$ cat src/rtl/data_memory_arbiter.sv
// Two-requester arbiter (CPU = 0, DMA/debug = 1) sequencing one access at a time to a memory manager.
// Default build is round-robin; define DMM_ARB_FIXED_PRIO_EN to make requester 0 always win ties.
module data_memory_arbiter #(
  parameter int ADDR_W = 10,
  parameter int DATA_W = 8
) (
  input  logic              clk,
  input  logic              in_rst_n,
  input  logic [1:0]        in_req,
  input  logic [1:0]        in_we,
  input  logic [ADDR_W-1:0] in_addr0,
  input  logic [ADDR_W-1:0] in_addr1,
  input  logic [DATA_W-1:0] in_wdata0,
  input  logic [DATA_W-1:0] in_wdata1,
  output logic [1:0]        out_ack,
  output logic [DATA_W-1:0] out_rdata,
  output logic [1:0]        out_grant,
  output logic              out_busy,
  output logic              out_mem_addr_write_en,
  output logic              out_mem_read_en,
  output logic              out_mem_write_en,
  output logic [ADDR_W-1:0] out_mem_addr,
  output logic [DATA_W-1:0] out_mem_wdata,
  input  logic [DATA_W-1:0] in_mem_rdata
);

  typedef enum logic [1:0] {
    S_IDLE   = 2'd0,
    S_ADDR   = 2'd1,
    S_ACCESS = 2'd2,
    S_DONE   = 2'd3
  } state_t;

  state_t              state_q, state_d;
  logic [1:0]          grant_q, grant_d;
  logic                we_q, we_d;
  logic [ADDR_W-1:0]   addr_q, addr_d;
  logic [DATA_W-1:0]   wdata_q, wdata_d;
  logic [DATA_W-1:0]   rdata_q, rdata_d;
  logic                win1;

`ifdef DMM_ARB_FIXED_PRIO_EN
  always_comb begin
    win1 = ~in_req[0];
  end
`else
  // last_q is 1 when requester 1 owned the previous grant, so requester 0 wins the next tie.
  logic last_q, last_d;

  always_comb begin
    win1 = in_req[1] & (~in_req[0] | ~last_q);
  end

  always_ff @(posedge clk) begin
    if (!in_rst_n) begin
      last_q <= 1'b1;
    end else begin
      last_q <= last_d;
    end
  end

  always_comb begin
    last_d = last_q;
    if (state_q == S_IDLE && in_req != 2'b00) begin
      last_d = win1;
    end
  end
`endif

  always_ff @(posedge clk) begin
    if (!in_rst_n) begin
      state_q <= S_IDLE;
      grant_q <= '0;
      we_q    <= 1'b0;
      addr_q  <= '0;
      wdata_q <= '0;
      rdata_q <= '0;
    end else begin
      state_q <= state_d;
      grant_q <= grant_d;
      we_q    <= we_d;
      addr_q  <= addr_d;
      wdata_q <= wdata_d;
      rdata_q <= rdata_d;
    end
  end

  // Operands are captured only when leaving IDLE, so later input changes cannot disturb a transaction.
  always_comb begin
    state_d = state_q;
    grant_d = grant_q;
    we_d    = we_q;
    addr_d  = addr_q;
    wdata_d = wdata_q;
    rdata_d = rdata_q;
    case (state_q)
      S_IDLE: begin
        if (in_req != 2'b00) begin
          state_d = S_ADDR;
          grant_d = win1 ? 2'b10 : 2'b01;
          we_d    = win1 ? in_we[1] : in_we[0];
          addr_d  = win1 ? in_addr1 : in_addr0;
          wdata_d = win1 ? in_wdata1 : in_wdata0;
        end
      end
      S_ADDR: begin
        state_d = S_ACCESS;
      end
      S_ACCESS: begin
        state_d = S_DONE;
        if (!we_q) begin
          rdata_d = in_mem_rdata;
        end
      end
      S_DONE: begin
        state_d = S_IDLE;
        grant_d = 2'b00;
      end
      default: begin
        state_d = S_IDLE;
        grant_d = 2'b00;
      end
    endcase
  end

  always_comb begin
    out_ack               = 2'b00;
    out_mem_addr_write_en = 1'b0;
    out_mem_read_en       = 1'b0;
    out_mem_write_en      = 1'b0;
    case (state_q)
      S_ADDR:   out_mem_addr_write_en = 1'b1;
      S_ACCESS: begin
        out_mem_read_en  = ~we_q;
        out_mem_write_en = we_q;
      end
      S_DONE:   out_ack = grant_q;
      default:  ;
    endcase
  end

  // Address and write data track the latched operands, so they hold between transactions.
  assign out_grant     = grant_q;
  assign out_busy      = (state_q != S_IDLE);
  assign out_mem_addr  = addr_q;
  assign out_mem_wdata = wdata_q;
  assign out_rdata     = rdata_q;

endmodule

$ cat config.mk
export PLATFORM = sky130hd
export DESIGN_NAME = data_memory_arbiter
export DESIGN_NICKNAME = d
export VERILOG_FILES = /design/src/rtl/data_memory_arbiter.sv
export SDC_FILE = /design/constraint.sdc
export NUM_CORES = 1
export LEC_CHECK = 0
export CORE_MARGIN = 3
export CORE_UTILIZATION = 30
export CTS_CLUSTER_DIAMETER = 200
export DETAILED_ROUTE_END_ITERATION = 8
export PLACE_DENSITY = 0.69
export SYNTH_ARGS = -nofsm -noshare
export SYNTH_HDL_FRONTEND = slang
export SYNTH_SLANG_ARGS = --single-unit
$ cat constraint.sdc
create_clock -name clk -period 2.8 [get_ports clk]
set_input_delay 0.56 -clock clk [delete_from_list [all_inputs] [get_ports clk]]
set_output_delay 0.56 -clock clk [all_outputs]
set_load 0.005 [all_outputs]
==> out/qor.txt, run 1 <==
Fin cells -> 328
Worst-path clk slew -> 70 ps
Syn-to-layout area delta -> 61.29%
Slew margin rel. -> 63.04%
CP endpoint kind -> primary output
DRC -> 0
Status -> complete, no violations
Clock Tree Root -> clkbuf_8
H-tree Lvls -> 2
Slowest library cell on the worst path -> clkdlybuf4s50_1
Nets -> 315
# port buffers -> 83
Pre-antenna DRT Iters -> 4
Overall die height -> 77.16 um
Worst Tran Pin Value -> 552.4 ps
Antenna diode count -> 0
Remaining Overflow, GRT -> 0
Number of CTS-inserted buffers -> 5
Placed insts -> 320
Net Count, Synth -> 239
CP Max Fanout -> 9
First-pass GRT wire length -> 6844 um
Remaining antenna violation count -> 0
RSZ-0062 raised after global routing -> no
Layout Skew -> 6.203 ps
Count of final max-slew check failures -> 0
Fin area -> 0.002450 sq mm
Synth Instances -> 184
IO Count -> 84
Fmax -> 410.3 MHz
Vias per cell -> 4.747
Total Routed Length -> 4265 um
CTS tree -> built
Hold_buf cts -> 0
Clk_lat worst skew -> 280 ps
Final core utilization -> 50.86%
Num rows -> 25
Worst path max stage delay -> 470 ps
Critical Path AT -> 1880 ps
Max cap viols -> 0
Vias in the first global route -> 1426
Setup ws final -> 363.0 ps
Post-CTS Setup Bufs -> 0
Number of synthesized register bits -> 32
Final setup TNS -> 0 ps
Initial DRC Count -> 64
Sequential area share after synthesis -> 42.17%
Tot GR Track Use -> 14.28%
# fillers -> 497
Antenna violations before repair -> 0
Via count -> 1557
Post-DP HPWL -> 3007 um
Avg Cell Area, Syn -> 8.255 sq um
Final Wtd Congestion -> 0.7085
Starting Density -> 31.53%
Clock Path Buffers -> 2
Placeable Area -> 0.004817 sq mm
Clk sinks -> 32
Worst Setup Start Kind -> flop
Largest net degree at the start of global routing -> 45
Netlist cell types -> 29
Final min period -> 2437 ps
Critical setup path kind -> flop to primary output
WP data required -> 2240 ps
Placed cell area -> 0.002342 sq mm
Post-Syn Area -> 0.001519 sq mm
DP Worst Slack -> 451.2 ps
Layout cells sized above 1 -> 4.981%
VDD IR max -> 0.3185 mV
Final worst-path cycle share -> 87.04%
Die area -> 0.005953 sq mm
Ys Warns -> 0
Final Hold Viols -> 0
Avg WL per Cell -> 13.00 um
Hold crit path type -> flop to flop
Die X -> 77.16 um
CP cell instances -> inv_1 > ha_1 > nand2b_1 > inv_2 > clkdlybuf4s50_1
Count of final setup violators -> 0
P per Cell Area -> 810.6 mW/mm^2
Static leakage -> 0.9336 nW
-- path summary, 6_finish.rpt --
| check | endpoint | cells past startpoint | startpoint | slack [ps] |
|---|---|---|---|---|
| worst min-delay path | out_rdata[4]$_SDFFE_PN0P_ | 2 | out_rdata[4]$_SDFFE_PN0P_ | 460 |
| worst min register to register | out_rdata[4]$_SDFFE_PN0P_ | 2 | out_rdata[4]$_SDFFE_PN0P_ | 460 |
| worst max-delay path | out_mem_read_en | 5 | state_q[0]$_SDFFE_PN0P_ | 360 |
| worst max register to register | out_mem_wdata[5]$_SDFFE_PN0P_ | 5 | state_q[0]$_SDFFE_PN0P_ | 1210 |
-- cells in the mapped netlist (all sizes together) --
master / number / area share, %
clkbuf: 4 / 1.1
a21bo: 1 / 0.66
and3: 1 / 0.41
mux2i: 1 / 0.66
ha: 5 / 4.1
dfxtp: 32 / 42
o21a: 1 / 0.49
nand2: 30 / 7.4
nor2b: 1 / 0.41
nand4: 12 / 4.9
nand2b: 2 / 0.82
clkinv: 1 / 0.25
nor2: 2 / 0.49
nor3b: 1 / 0.82
nor3: 1 / 0.33
o21ai: 18 / 6.7
a21boi: 11 / 6.2
and2: 5 / 2.1
buf: 11 / 5.4
nand3b: 2 / 0.99
nand3: 12 / 4.0
a21oi: 27 / 8.9
inv: 3 / 0.74
-- power by group --
part | internal, mW | leakage (nW) | switching [mW] | total [mW]
Sequential | 0.601 | 0.264 | 0.0866 | 0.687
Combinational | 0.462 | 0.615 | 0.401 | 0.863
Clock | 0.264 | 0.0552 | 0.172 | 0.436
-- cell families after synthesis --
family	Yosys count	synth area share [%]
mux	1	0.6590
fa+ha+maj	5	4.119
flops	32	42.17
compound gates	58	22.90
simple gates	69	22.65
buf+inv	19	7.495
-- state kept, by name (all words and copies together) (netlist names) --
signal and count:
out_rdata 8, we_q 1, state_q 2, out_mem_wdata 8, out_grant 2, out_mem_addr 10, last_q 1
-- cells in the final DEF (no fill, tap or decap), drive strengths merged, types with 2 or more instances in the layout --
cell / count
nand2: 30
a21boi: 11
a21oi: 27
dfxtp: 32
nand3: 12
clkbuf: 6
inv: 4
nor2: 2
nand4: 12
nand3b: 2
and2: 5
ha: 5
nand2b: 2
o21ai: 18
clkdlybuf4s50: 83
-- per-stage QoR --
| step | power [mW] | hold WS [ps] |
|---|---|---|
| 2_1_floorplan | 1.152 | 459.9 |
| 3_3_place_gp | 1.566 | 451.4 |
| 3_5_place_dp | 1.571 | 458.9 |
| 4_1_cts | 2.016 | 468.0 |
| 5_1_grt | 2.140 | 500.3 |
| 6_report | 1.986 | 462.7 |
-- worst max-delay path: cells and delay by family (launching register included) --
family | cells | cell delay (ps)
and+or+nand+nor | 1 | 280
buffers and inverters | 3 | 700
adders and majority gates | 1 | 220
DFF | 1 | 410
-- metal layers --
layer	track usage [%]	vias to the layer above	wire [um]
li1	-	792	-
met1	18.16	686	1941
met2	20.64	75	1777
met3	7.394	4	504
met4	4.804	0	42
met5	0	-	0
-- layout make-up --
| class | instances | area (sq um) | area share (%) |
|---|---|---|---|
| clock buffer | 6 | 72.57 | 2.962 |
| clock inverter | 2 | 35.03 | 1.430 |
| inverter | 4 | 15.01 | 0.6129 |
| multi-input combinational | 133 | 764.5 | 31.21 |
| sequential | 32 | 640.6 | 26.15 |
| tap | 67 | 83.83 | 3.422 |
| timing repair buffer | 84 | 838.3 | 34.22 |
-- repair_timing --
action                                 in CTS  in global routing
gates resized for setup                     0                  1
endpoints found under the hold margin       0                  0
setup endpoints to repair                   0                  1
Power figures use the tool's default switching activity.
==> run 2, diff against run 1 <==
- MAX_ROUTING_LAYER: default -> met4
==> run 2 against run 1 <==
  * Critical path depth did not move
  * Count of clock-buffer cells in the layout stayed put
  * Setup slack gained 0.98 ps
  * Highest routed layer unchanged
  * Critical path type unchanged
  * Design area unchanged
  * Via count hardly changed
  * Largest power group unchanged
==> out/qor.txt, run 2 (synthesized netlist as in run 1, its figures left out) <==
Status -> complete, no violations
Worst Setup Start Kind -> flop
Slowest library cell on the worst path -> clkdlybuf4s50_1
Overall die height -> 77.16 um
Clock share of power -> 21.8%
Met1 WL -> 2083 um
First-pass GRT wire length -> 6858 um
Hold crit path type -> flop to flop
Max cap viols -> 0
Fmax -> 410.5 MHz
Placed cell area -> 0.002342 sq mm
Final Wtd Congestion -> 0.7165
Static leakage -> 0.9336 nW
Clock Path Buffers -> 2
Layout cells sized above 1 -> 4.981%
Vias in the first global route -> 1417
Top layer in use -> met4
WP data required -> 2240 ps
Num rows -> 25
Critical R2R Capture -> out_mem_wdata[5]$_SDFFE_PN0P_
Most common cell after layout, fill and taps aside -> clkdlybuf4s50_1
DP Worst Slack -> 451.2 ps
Count of final setup violators -> 0
# port buffers -> 83
Final Hold Viols -> 0
Count of final max-slew check failures -> 0
CP endpoint kind -> primary output
Syn-to-layout area delta -> 61.29%
VDD IR max -> 0.3190 mV
Die X -> 77.16 um
Critical Path AT -> 1880 ps
CP cell instances -> inv_1 > ha_1 > nand2b_1 > inv_2 > clkdlybuf4s50_1
Hold wc startpoint -> out_rdata[4]$_SDFFE_PN0P_
Avg WL per Cell -> 13.12 um
RSZ-0062 raised after global routing -> no
Tot GR Track Use -> 14.68%
Post-DP HPWL -> 3007 um
Pre-antenna DRT Iters -> 4
Number of CTS-inserted buffers -> 5
DRC -> 0
Fin area -> 0.002450 sq mm
Initial DRC Count -> 61
Final worst-path cycle share -> 87.00%
Most frequent cells in the layout -> clkdlybuf4s50_1, dfxtp_1, nand2_1, a21oi_1, o21ai_0
Post-CTS Setup Bufs -> 0
H-tree Lvls -> 2
Hold Path Depth -> 2
Pint -> 1.327 mW
Worst-path clk slew -> 70 ps
Reg2Reg Depth -> 5
Hold EP -> out_rdata[4]$_SDFFE_PN0P_
Combinational share of power -> 43.5%
Switch Pwr -> 660.0 uW
Largest net degree at the start of global routing -> 45
Clk sinks -> 32
CTS tree -> built
Final setup TNS -> 0 ps
WL met3 -> 375 um
Crit. path cell count -> 5
Layout Skew -> 5.434 ps
Nets -> 315
Met2 wire length -> 1794 um
CP startpoint -> state_q[0]$_SDFFE_PN0P_
Sequential power share -> 34.6%
P per Cell Area -> 810.9 mW/mm^2
Worst R2R Start -> state_q[0]$_SDFFE_PN0P_
Remaining antenna violation count -> 0
CP bufs+invs -> 3
Worst Tran Pin Value -> 559.7 ps
Clk_lat worst skew -> 280 ps
IO Count -> 84
CP Max Fanout -> 9
Remaining Overflow, GRT -> 0
Total Routed Length -> 4303 um
Worst path max stage delay -> 470 ps
Via count -> 1558
Worst R2R Setup Slack -> 1190 ps
Sw Ratio -> 33.22%
Antenna diode count -> 0
Setup ws final -> 364.0 ps
Die area -> 0.005953 sq mm
Slew margin rel. -> 62.55%
Kind of cell adding the most delay to the critical path -> buffers and inverters
Critical setup path kind -> flop to primary output
Max reg flops -> 10
Hold Worst Slack -> 462.6 ps
Vias per cell -> 4.750
Final min period -> 2436 ps
Placeable Area -> 0.004817 sq mm
Pwr Total -> 1.987 mW
Clock Tree Root -> clkbuf_8
Starting Density -> 31.53%
Antenna violations before repair -> 0
==> run 2: cell type report <==
class / instances / area [sq um]
repair buffers: 84 / 838.3
fillers: 497 / 2367
clock inverters: 2 / 35.03
inverters: 4 / 15.01
multi-input cells: 133 / 764.5
well taps: 67 / 83.83
flip-flops and latches: 32 / 640.6
clock buffers: 6 / 72.57
==> run 2: worst max path at each step <==
stage	to
after floorplan	out_mem_read_en
after global placement	out_mem_read_en
after detailed placement	out_mem_read_en
after CTS	out_mem_read_en
after global routing	out_mem_read_en
final	out_mem_read_en
==> run 2: worst min-delay path, cell delays in order (launching register included) <==
cell and delay [ps]:
dfxtp_1 310, nand2_1 40, a21boi_0 60
==> run 2: stage by stage <==
stage,util [%],instances
6_report,50.86,328
5_1_grt,50.86,328
4_1_cts,50.86,328
3_5_place_dp,48.62,320
3_3_place_gp,48.62,320
2_1_floorplan,-,184
==> run 2: repair_timing <==
action | CTS | global route
endpoints found under the setup margin | 0 | 1
gates resized for setup | 0 | 1
hold buffers | 0 | 0
==> run 2: layer usage <==
| layer | track usage, % | vias to the layer above |
|---|---|---|
| li1 | - | 791 |
| met1 | 19.24 | 693 |
| met2 | 20.90 | 68 |
| met3 | 5.282 | 6 |
| met4 | 4.804 | 0 |
| met5 | - | - |
==> run 2: power by group through the flow <==
stage               Clock [mW]  Combinational [mW]  Sequential, mW
floorplan                    0               0.454           0.698
global placement             0               0.872           0.693
detailed placement           0               0.875           0.697
CTS                      0.448               0.879           0.689
global route             0.464               0.963           0.712
finish                   0.434               0.865           0.688
==> run 3, diff against run 2 <==
==> constraint.sdc (replaced) <==
create_clock -name clk -period 2.8 [get_ports clk]
set_input_delay 0.56 -clock clk [delete_from_list [all_inputs] [get_ports clk]]
set_output_delay 0.56 -clock clk [all_outputs]
set_load 0.1 [all_outputs]
==> run 3 against run 2 <==
  * Die area stayed put
  * Cell count stayed put
  * Register-to-register slack worse by 40 ps
  * Utilization is 1.4 points lower
  * Design area is 2.7% lower
  * Clock skew is 6.8 ps higher
  * Largest power group unchanged
  * Hold slack better by 2.9 ps
  * Non-clock buffer count stayed put
  * First-iteration DRC count is 13% higher
==> out/qor.txt, run 3 (synthesized netlist as in run 1, its figures left out) <==
Status -> complete, no violations
Clock share of power -> 16.1%
CP endpoint kind -> primary output
Total Routed Length -> 4422 um
Starting Density -> 31.53%
Fin cells -> 328
Sw Ratio -> 56.39%
Sequential power share -> 22.9%
Fmax -> 404.4 MHz
Remaining antenna violation count -> 0
Combinational share of power -> 61.0%
Clk sinks -> 32
DRC -> 0
Die X -> 77.16 um
CTS tree -> built
Pint -> 1.325 mW
VDD IR max -> 0.6528 mV
Tot GR Track Use -> 15.93%
Hold wc startpoint -> out_rdata[5]$_SDFFE_PN0P_
Vias per cell -> 4.753
CP Max Fanout -> 9
Count of final max-slew check failures -> 0
Worst Setup Start Kind -> flop
Clock Tree Root -> clkbuf_8
Worst Tran Pin Value -> 540.7 ps
Hold Worst Slack -> 465.5 ps
Placed insts -> 320
Via count -> 1559
Layout Skew -> 12.21 ps
Final core utilization -> 49.48%
H-tree Lvls -> 2
Die area -> 0.005953 sq mm
Max cap viols -> 0
Critical Path AT -> 1910 ps
Layout cells sized above 1 -> 18.01%
Post-CTS Setup Bufs -> 0
WP data required -> 2240 ps
Pwr Total -> 3.038 mW
# port buffers -> 83
IO Count -> 84
P per Cell Area -> 1275 mW/mm^2
Hold crit path type -> flop to flop
Antenna diode count -> 0
Clk_lat worst skew -> 290 ps
Avg WL per Cell -> 13.48 um
Slew margin rel. -> 63.82%
Antenna violations before repair -> 0
First-pass GRT wire length -> 7376 um
Placeable Area -> 0.004817 sq mm
Final setup TNS -> 0 ps
Max reg flops -> 10
Number of CTS-inserted buffers -> 5
Initial DRC Count -> 69
Count of final setup violators -> 0
Switch Pwr -> 1.713 mW
Static leakage -> 0.9974 nW
Final Wtd Congestion -> 0.7275
Final min period -> 2473 ps
RSZ-0062 raised after global routing -> no
Critical setup path kind -> flop to primary output
# fillers -> 488
Remaining Overflow, GRT -> 0
Final Hold Viols -> 0
Clock Path Buffers -> 2
Hold_buf cts -> 0
Final worst-path cycle share -> 88.31%
Pre-antenna DRT Iters -> 6
Post-DP HPWL -> 3156 um
Vias in the first global route -> 1527
Largest net degree at the start of global routing -> 45
Overall die height -> 77.16 um
Num rows -> 25
Most frequent cells in the layout -> clkdlybuf4s50_1, buf_4, dfxtp_1, nand2_1, a21oi_1
Nets -> 315
Syn-to-layout area delta -> 56.92%
CP startpoint -> state_q[0]$_SDFFE_PN0P_
Worst R2R Start -> state_q[0]$_SDFFE_PN0P_
Worst-path clk slew -> 70 ps
Most common cell after layout, fill and taps aside -> clkdlybuf4s50_1
# resized after CTS -> 0
## run 3: changes by cell type in the layout (fill, tap and decap cells not counted), sizes merged
cell,previous run,this run
buf,1,35
inv,4,3
clkbuf,6,7
clkdlybuf4s50,83,49
## run 3: power groups by stage
stage / clock, mW / combinational [mW] / sequential [mW]
floorplan: 0 / 0.652 / 1.54
CTS: 0.500 / 1.87 / 0.696
finish: 0.489 / 1.85 / 0.696
global route: 0.522 / 1.96 / 0.716
detailed placement: 0 / 1.86 / 0.704
global placement: 0 / 1.85 / 0.702
## run 3: worst paths after layout
check / end / slack [ps] / depth (start not counted)
setup / recovery: out_mem_read_en / 330 / 5
hold / removal: out_rdata[5]$_SDFFE_PN0P_ / 470 / 2
setup reg to reg: out_rdata[0]$_SDFFE_PN0P_ / 1150 / 6
hold reg to reg: out_rdata[5]$_SDFFE_PN0P_ / 470 / 2
## run 3: through the flow
step / setup WS (ps) / cell area (sq um)
finish: 327.2 / 2384
global route: 136.2 / 2384
CTS: 281.8 / 2384
detailed placement: 597.7 / 2257
global placement: 562.0 / 2257
floorplan: 432.2 / 1519
## run 3: layout make-up
type                            instances  area, sq um  share of cell area, %
Multi-Input combinational cell        133        764.5                  32.07
Timing Repair Buffer                   84        753.2                  31.60
Sequential cell                        32        640.6                  26.88
Clock buffer                            7        96.34                  4.042
Tap cell                               67        83.83                  3.517
Clock inverter                          1        30.03                  1.260
Inverter                                4        15.01                 0.6299
## run 3: routing by layer
| metal | track usage [%] | wire length, um |
|---|---|---|
| met2 | 23.66 | 1872 |
| met3 | 7.160 | 428 |
| met1 | 19.81 | 2089 |
| met5 | - | 0 |
| met4 | 3.737 | 31 |
## run 3: critical path, cell delays in order (launching register included)
cell and delay [ps]:
dfxtp_1 410, inv_1 90, ha_1 220, nand2b_1 290, clkinv_1 310, buf_4 310
